==> src/rtl/adc_frame_capture.sv <==
// rtl/adc_frame_capture.sv - single-channel ADC frame capture feeding an FFT stage
module adc_frame_capture #(
  parameter int FRAME_LEN  = 256,
  parameter int SAMPLE_DIV = 1000
) (
  input  logic        CLOCK,
  input  logic        RESET,
  input  logic [11:0] CH0,
  input  logic [11:0] CH1,
  input  logic [11:0] CH2,
  input  logic [11:0] CH3,
  input  logic [11:0] CH4,
  input  logic [11:0] CH5,
  input  logic [11:0] CH6,
  input  logic [11:0] CH7,
  input  logic        enable,
  input  logic [2:0]  ch_sel,
  output logic [11:0] out_data,
  output logic        out_valid,
  input  logic        out_ready,
  output logic        out_last,
  output logic        busy,
  output logic        overrun
);

  localparam int AW = $clog2(FRAME_LEN);
  localparam int TW = $clog2(SAMPLE_DIV);
  localparam logic [AW-1:0] LAST_IDX = AW'(FRAME_LEN - 1);
  localparam logic [TW-1:0] TICK_CNT = TW'(SAMPLE_DIV - 1);

  typedef enum logic [1:0] {IDLE, FILL, DRAIN} state_t;

  state_t          state;
  logic [TW-1:0]   timer;
  logic            tick;
  logic [AW-1:0]   wr_ptr;
  logic [AW-1:0]   rd_ptr;
  logic [AW-1:0]   rd_addr;
  logic            overrun_q;
  logic [11:0]     sample_raw;
  logic [11:0]     sample_conv;
  logic [11:0]     mem [FRAME_LEN];
  logic [11:0]     mem_q;
  logic            transfer;

  // A tick only exists while capturing is enabled; the timer is parked at 0 otherwise.
  assign tick = enable && (timer == TICK_CNT);

  // Sample-rate divider: 0..SAMPLE_DIV-1 while enabled, cleared while disabled.
  always_ff @(posedge CLOCK or posedge RESET) begin
    if (RESET)
      timer <= '0;
    else if (!enable || tick)
      timer <= '0;
    else
      timer <= timer + 1'b1;
  end

  // Channel mux; only the value present on a tick cycle is ever stored.
  always_comb begin
    sample_raw = CH7;
    case (ch_sel)
      3'd0: sample_raw = CH0;
      3'd1: sample_raw = CH1;
      3'd2: sample_raw = CH2;
      3'd3: sample_raw = CH3;
      3'd4: sample_raw = CH4;
      3'd5: sample_raw = CH5;
      3'd6: sample_raw = CH6;
      3'd7: sample_raw = CH7;
      default: sample_raw = CH7;
    endcase
  end

  // Offset-binary to two's complement is a flip of the MSB.
  assign sample_conv = {~sample_raw[11], sample_raw[10:0]};

  assign out_valid = (state == DRAIN);
  assign transfer  = out_valid && out_ready;
  assign out_last  = out_valid && (rd_ptr == LAST_IDX);
  assign out_data  = out_valid ? mem_q : 12'h000;
  assign busy      = (state != IDLE);
  assign overrun   = overrun_q;

  // Read one entry ahead on a transfer so the registered RAM output always holds the presented sample.
  always_comb begin
    rd_addr = rd_ptr;
    if (transfer)
      rd_addr = rd_ptr + 1'b1;
  end

  // Frame buffer: one write port from the capture side, one registered read port to the drain side.
  always_ff @(posedge CLOCK) begin
    if (state == FILL && tick)
      mem[wr_ptr] <= sample_conv;
    mem_q <= mem[rd_addr];
  end

  // Capture/drain control: fill a whole frame, then hand it out before capturing again.
  always_ff @(posedge CLOCK or posedge RESET) begin
    if (RESET) begin
      state     <= IDLE;
      wr_ptr    <= '0;
      rd_ptr    <= '0;
      overrun_q <= 1'b0;
    end else begin
      case (state)
        IDLE: begin
          rd_ptr <= '0;
          if (enable) begin
            state     <= FILL;
            wr_ptr    <= '0;
            overrun_q <= 1'b0;
          end
        end
        FILL: begin
          rd_ptr <= '0;
          if (!enable) begin
            state  <= IDLE;
            wr_ptr <= '0;
          end else if (tick) begin
            wr_ptr <= wr_ptr + 1'b1;
            if (wr_ptr == LAST_IDX)
              state <= DRAIN;
          end
        end
        DRAIN: begin
          if (tick)
            overrun_q <= 1'b1;
          if (out_ready) begin
            rd_ptr <= rd_ptr + 1'b1;
            if (rd_ptr == LAST_IDX)
              state <= enable ? FILL : IDLE;
          end
        end
        default: state <= IDLE;
      endcase
    end
  end

endmodule

==> config.mk <==
export PLATFORM = sky130hd
export DESIGN_NAME = adc_frame_capture
export DESIGN_NICKNAME = d
export VERILOG_FILES = /design/src/rtl/adc_frame_capture.sv
export SDC_FILE = /design/constraint.sdc
export NUM_CORES = 2
export LEC_CHECK = 0
export CAP_MARGIN = 20
export CORE_MARGIN = 2
export CORE_UTILIZATION = 57
export DETAILED_ROUTE_END_ITERATION = 8
export GPL_ROUTABILITY_DRIVEN = 0
export PLACE_DENSITY = 0.88
export RECOVER_POWER = 25
export SYNTH_ARGS = -nofsm -noshare
export SYNTH_HDL_FRONTEND = slang
export SYNTH_SLANG_ARGS = --single-unit
==> constraint.sdc <==
create_clock -name CLOCK -period 3.4 [get_ports CLOCK]
set_clock_uncertainty 0.1 [all_clocks]
set_input_delay 0.51 -clock CLOCK [delete_from_list [all_inputs] [get_ports CLOCK]]
set_output_delay 0.51 -clock CLOCK [all_outputs]
set_load 0.005 [all_outputs]
==> flow_summary_export.csv, run 1 <==
group,metric,value,unit
synthesis,yosysTopAreaCellShare,65.9,%
floorplan,start_util,57.4,%
grt,gr-usage-all-layers,54.5,%
synthesis,syn_area,140000,µm²
floorplan,rows,181,
synthesis,synth_cells,9986,
clock_network,clock_tree.root_cell,"clkbuf_16",
run_status,haltStage,"5_1_grt",
synthesis,synthDistinctLibCells,87,
grt,grt_max_degree,113,
clock_network,cts_made_buffers,316,
sta,worst_endpoint,"mem_q[9]$_DFF_P_/D",
synthesis,avgSynthCellArea,14.0,µm²
floorplan,die_w,500,µm
placement,dp_hpwl,271,mm
synthesis,yosys_warnings,0,
sta,worst-ep-kind,"register data pin",
run_status,status,"aborted with a tool error",
synthesis,syn_nets,10100,
grt,gr-total-overflow,9,
placement,port_buffers,118,
synthesis,ys_seq_area_share,66.6,%
synthesis,ys_seq_elements,3113,
placement,dp_cells,13700,
synthesis,synth_ff_type,"edfxtp_1",
clock_network,htree_num_levels,5,
synthesis,synth_edf_count,3072,
synthesis,synthTopCellsByArea,"edfxtp_1, mux2i_1, mux2_2",
synthesis,synth_area_leader_cell,"edfxtp_1",
synthesis,synth-async-reset-ratio,0.932,%
clock_network,cts_buffer_depth,4,
floorplan,die_h,500,µm
clock_network,cts.sinks,3113,
run_status,error,"[ERROR GRT-0232] Routing congestion too high. Check the congestion heatmap in the GUI.",
placement,placedInstanceArea,154000,µm²
floorplan,ios,119,
## kinds of logic after synthesis
group / share of synthesized area [%]
DFF: 66.6
and+or+nand+nor: 8.07
AOI/OAI and AO/OA: 11.4
muxes: 10.5
buffers and inverters: 3.15
xor gates and xnor gates: 0.171
adders and majority gates: 0.0536
## per-stage QoR
stage               setup WS [ps]  hold slack, ps  setup TNS, ps
floorplan                    -984             333       -2125390
global placement            -1730             346         -12600
detailed placement          -1830             357         -50570
CTS                          -572            99.1          -4440
## cell usage after synthesis, types with 12 or more instances
library cell     n
o21ai_1         14
clkbuf_1       395
edfxtp_1      3072
o31ai_1         37
dfxtp_1         12
nor4_1         100
o21ai_0        177
dfrtp_1         29
or4_1           12
buf_4           38
mux2_2         353
inv_1          133
a311oi_1        19
a21oi_1        446
mux4_2         117
a32oi_1        130
o211ai_1       143
nor2_1         469
and3_1          16
o211a_1        144
a22o_1          26
nand2_1        782
buf_1          101
o221ai_1        21
mux2i_1        810
nand3b_1        49
nor3_1         157
o2111ai_1      105
nand4_1         25
a221oi_1        50
a31oi_1        137
buf_2          325
o22ai_1        332
a41oi_1         20
a2111oi_0      172
a211oi_1       222
nor2b_1        146
nand3_1        192
nor3b_1        292
a22oi_1         33
## per-layer routing
layer | GRT overflow | global-route usage (%)
met1 | 0 | 51.8
met2 | 3 | 67.1
met3 | 0 | 46.2
met4 | 5 | 50.8
met5 | 1 | 36.8
## what timing repair did
item / 4_1_cts
gates resized for setup: 345
hold endpoints to repair: 0
buffers inserted: 92
hold buffers: 0
setup endpoints to repair: 2088
pin swaps: 80
cloned: 28
==> run 2: changes to the inputs <==
Settings changed: CORE_UTILIZATION 57 to 40, PLACE_DENSITY 0.88 to default, PLACE_DENSITY_LB_ADDON from default to 0.15.
Clock period 3.4 ns to 4.4 ns, I/O delays scaled along.
==> run 2 against run 1 <==
The flow now finishes, with violations (capacitance limit, slew limit); synthesized cell count is the same; synthesized area unchanged.
==> flow_summary_export.csv, run 2 <==
group,metric,value,unit
synthesis,synth_compound_area_share,11.4,%
finish,fin_nets,10900,
sta,finalMaxSlewViolations,45,
critical_path,rrSetupSlack,20,ps
power_and_ir_drop,p_leak,52.3,nW
synthesis,synthXorXnorAreaFrac,0.171,%
critical_path,path_depth,14,
finish,n_fill_cell,30100,
power_and_ir_drop,ir_worst_vdd,0.360,mV
grt,gr-usage-all-layers,25.2,%
synthesis,synthTopCellsByArea,"edfxtp_1, mux2i_1, mux2_2",
critical_path,start_kind,"register",
critical_path,cp_data_arrival_time,5100,ps
synthesis,yosys.area_share.simple,8.07,%
synthesis,synth_cells,9986,
hold_path,min_path_type,"reg2reg",
sta,tightestPinTransition,1940,ps
synthesis,synthMuxAreaShare,10.5,%
synthesis,synth.most_common_cell,"edfxtp_1",
routing,ant_nets,0,
clock_network,clk_pin_slew,60,ps
synthesis,ys_seq_area_share,66.6,%
finish,largest_register,"mem",
synthesis,syn_nets,10100,
critical_path,cp-end-kind,"register",
clock_network,cts_buffer_depth,4,
finish,stdcell_count,15700,
floorplan,die_w,596,µm
finish,area_growth,18.7,%
synthesis,yosys_warnings,0,
critical_path,crit_path_top_delay_cell,"nor4_4",
critical_path,path_delay_family,"buffers and inverters",
critical_path,reg2reg_to,"mem_q[11]",
run_status,status,"finished, violations left",
flow_run,cap_viol_max_count,3,
floorplan,core,349000,µm²
critical_path,cp.required,5120,ps
finish,multiInputGateArea,42700,µm²
clock_network,clock_tree.root_cell,"clkbuf_16",
routing,drt_iter0_markers,9761,
clock_network,cts.sinks,3113,
routing,route.vias.total,95100,
floorplan,ios,119,
routing,via_per_inst,6.06,
placement,port_buffers,118,
critical_path,cpMostUsedCell,"buf_4",
floorplan,start_util,40.1,%
grt,gr-total-overflow,0,
run_status,violations,"capacitance limit, slew limit",
routing,drc,0,
finish,largest_reg_flops,3072,
routing,drt_wl_total,459,mm
finish,most-common-layout-cells,"edfxtp_1, buf_4, mux2i_1",
synthesis,synth_ff_type,"edfxtp_1",
critical_path,r2r_start,"rd_ptr[0]",
synthesis,synth_commonest_cells,"edfxtp_1, mux2i_1, nand2_1",
synthesis,synth_fa_ha_area_share,0.0536,%
power_and_ir_drop,p_per_area,381,nW/µm²
finish,final_common_cell,"edfxtp_1",
sta,hold_viol,0,
synthesis,synth_top_family_by_area,"compound AO/OA/AOI/OAI gates",
grt,grt_pass1_vias,93500,
hold_path,min_from,"timer[0]",
synthesis,synthDistinctLibCells,87,
floorplan,rows,217,
sta,fin_crit_sh,99.6,%
critical_path,path_buf_inv,6,
finish,register_area,93200,µm²
finish,drive_above_1_share,20.1,%
synthesis,syn_area,140000,µm²
grt,grt_pass1_wl,659,mm
sta,worst_hold_slack,366,ps
synthesis,ys_seq_elements,3113,
synthesis,synth-async-reset-ratio,0.932,%
synthesis,synth_area_leader_cell,"edfxtp_1",
critical_path,crit_chain,"buf_4 -> nand4b_4 -> buf_4 -> o32a_1 -> o21ai_1 -> buf_4 -> nand2_1 -> buf_12 -> a211oi_1 -> buf_4 -> nor4_1 -> nor4_4 -> buf_4 -> nor4_1",
critical_path,ff2ff_path_depth,14,
routing,dr.pass1.iters,6,
hold_path,min_path_cells,1,
synthesis,avgSynthCellArea,14.0,µm²
finish,top_regs,"mem: 3072 flops, mem_q: 12 flops, timer: 10 flops",
grt,antenna_found_initial,15,
sta,fmax,228,MHz
floorplan,die_h,596,µm
clock_network,cts_made_buffers,346,
sta,rsz0062_at_grt,"no",
floorplan,die_area,355000,µm²
placement,dp_cells,15100,
critical_path,criticalPathCategory,"reg2reg",
clock_network,htree_num_levels,5,
placement,dp_hpwl,295,mm
sta,slew_headroom,-29.7,%
hold_path,hold_path_end,"timer[0]",
sta,setup_violations,0,
critical_path,path_max_fanout,23,
grt,grt_max_degree,134,
routing,wl_per_cell,29.3,µm
synthesis,synth_edf_count,3072,
synthesis,yosysTopAreaCellShare,65.9,%
sta,final.min_clock_period,4380,ps
critical_path,cpPeakStageDelay,540,ps
clock_network,clkLatencyLatePin,960,ps
clock_network,tritoncts,"done",
[run 2: cell counts after synthesis]
Identical to the previous run, type by type.
[run 2: metrics by stage]
stage	area, µm²	total power (W)	utilization [%]	worst slack (ps)	setup TNS (ps)
final	166000	0.0632	47.6	17.7	0
after global routing	166000	0.0649	47.6	18.6	0
after CTS	166000	0.0638	47.7	38.4	0
after detailed placement	155000	0.0356	44.5	-808	-6850
after global placement	155000	0.0355	44.5	-856	-7040
after floorplan	140000	0.0346	-	-1210	-342160
[run 2: layout make-up]
cell class	instances	share of cell area [%]
Antenna cell	6	0.00904
Clock buffer	445	5.57
Clock inverter	177	1.00
Inverter	134	0.306
Multi-Input combinational cell	5869	25.7
Sequential cell	3113	56.1
Tap cell	4599	3.47
Timing Repair Buffer	1355	7.81
[run 2: kinds of logic (layout without fill, tap and decap cells)]
kind of cell    after synthesis  after routing
simple gates               2290           2290
xor+xnor                     20             20
compound gates             2273           2273
other cells                   0              6
fa+ha+maj                     6              6
buf+inv                    1004           2111
flops                      3113           3113
mux                        1280           1280
[run 2: worst max-delay path by stage]
stage	slack (ps)	to	from
3_5_place_dp	-810	mem_q[4]	out_ready
4_1_cts	40	mem_q[11]	rd_ptr[0]
6_report	20	mem_q[11]	rd_ptr[0]
3_3_place_gp	-860	mem_q[11]	out_ready
5_1_grt	20	mem[91][6]	ch_sel[1]
2_1_floorplan	-1210	mem[0][5]	ch_sel[2]
[run 2: layer usage]
metal  vias to the layer above  wire (µm)  track usage, %
li1                      41400          -               -
met5                         -         11               0
met1                     49200     196000            35.1
met4                         2      18200            9.12
met3                       730      31900            3.59
met2                      3782     213000            40.2
[run 2: power breakdown]
group / switching [W] / leakage, nW / internal, W / total [W]
combinational: 0.00137 / 19.2 / 0.000269 / 0.00164
sequential: 0.00000380 / 27.8 / 0.0332 / 0.0332
clock: 0.0120 / 5.32 / 0.0164 / 0.0283
[run 2: repair_timing]
action                                  in CTS  in global routing
pin swaps                                    1                  0
setup buffers                                3                  0
resized for setup                            5                  7
hold buffers                                 0                  1
endpoints found under the setup margin       9                  7
endpoints found under the hold margin        0                  1
No activity file was read; power rests on OpenSTA's default activity.
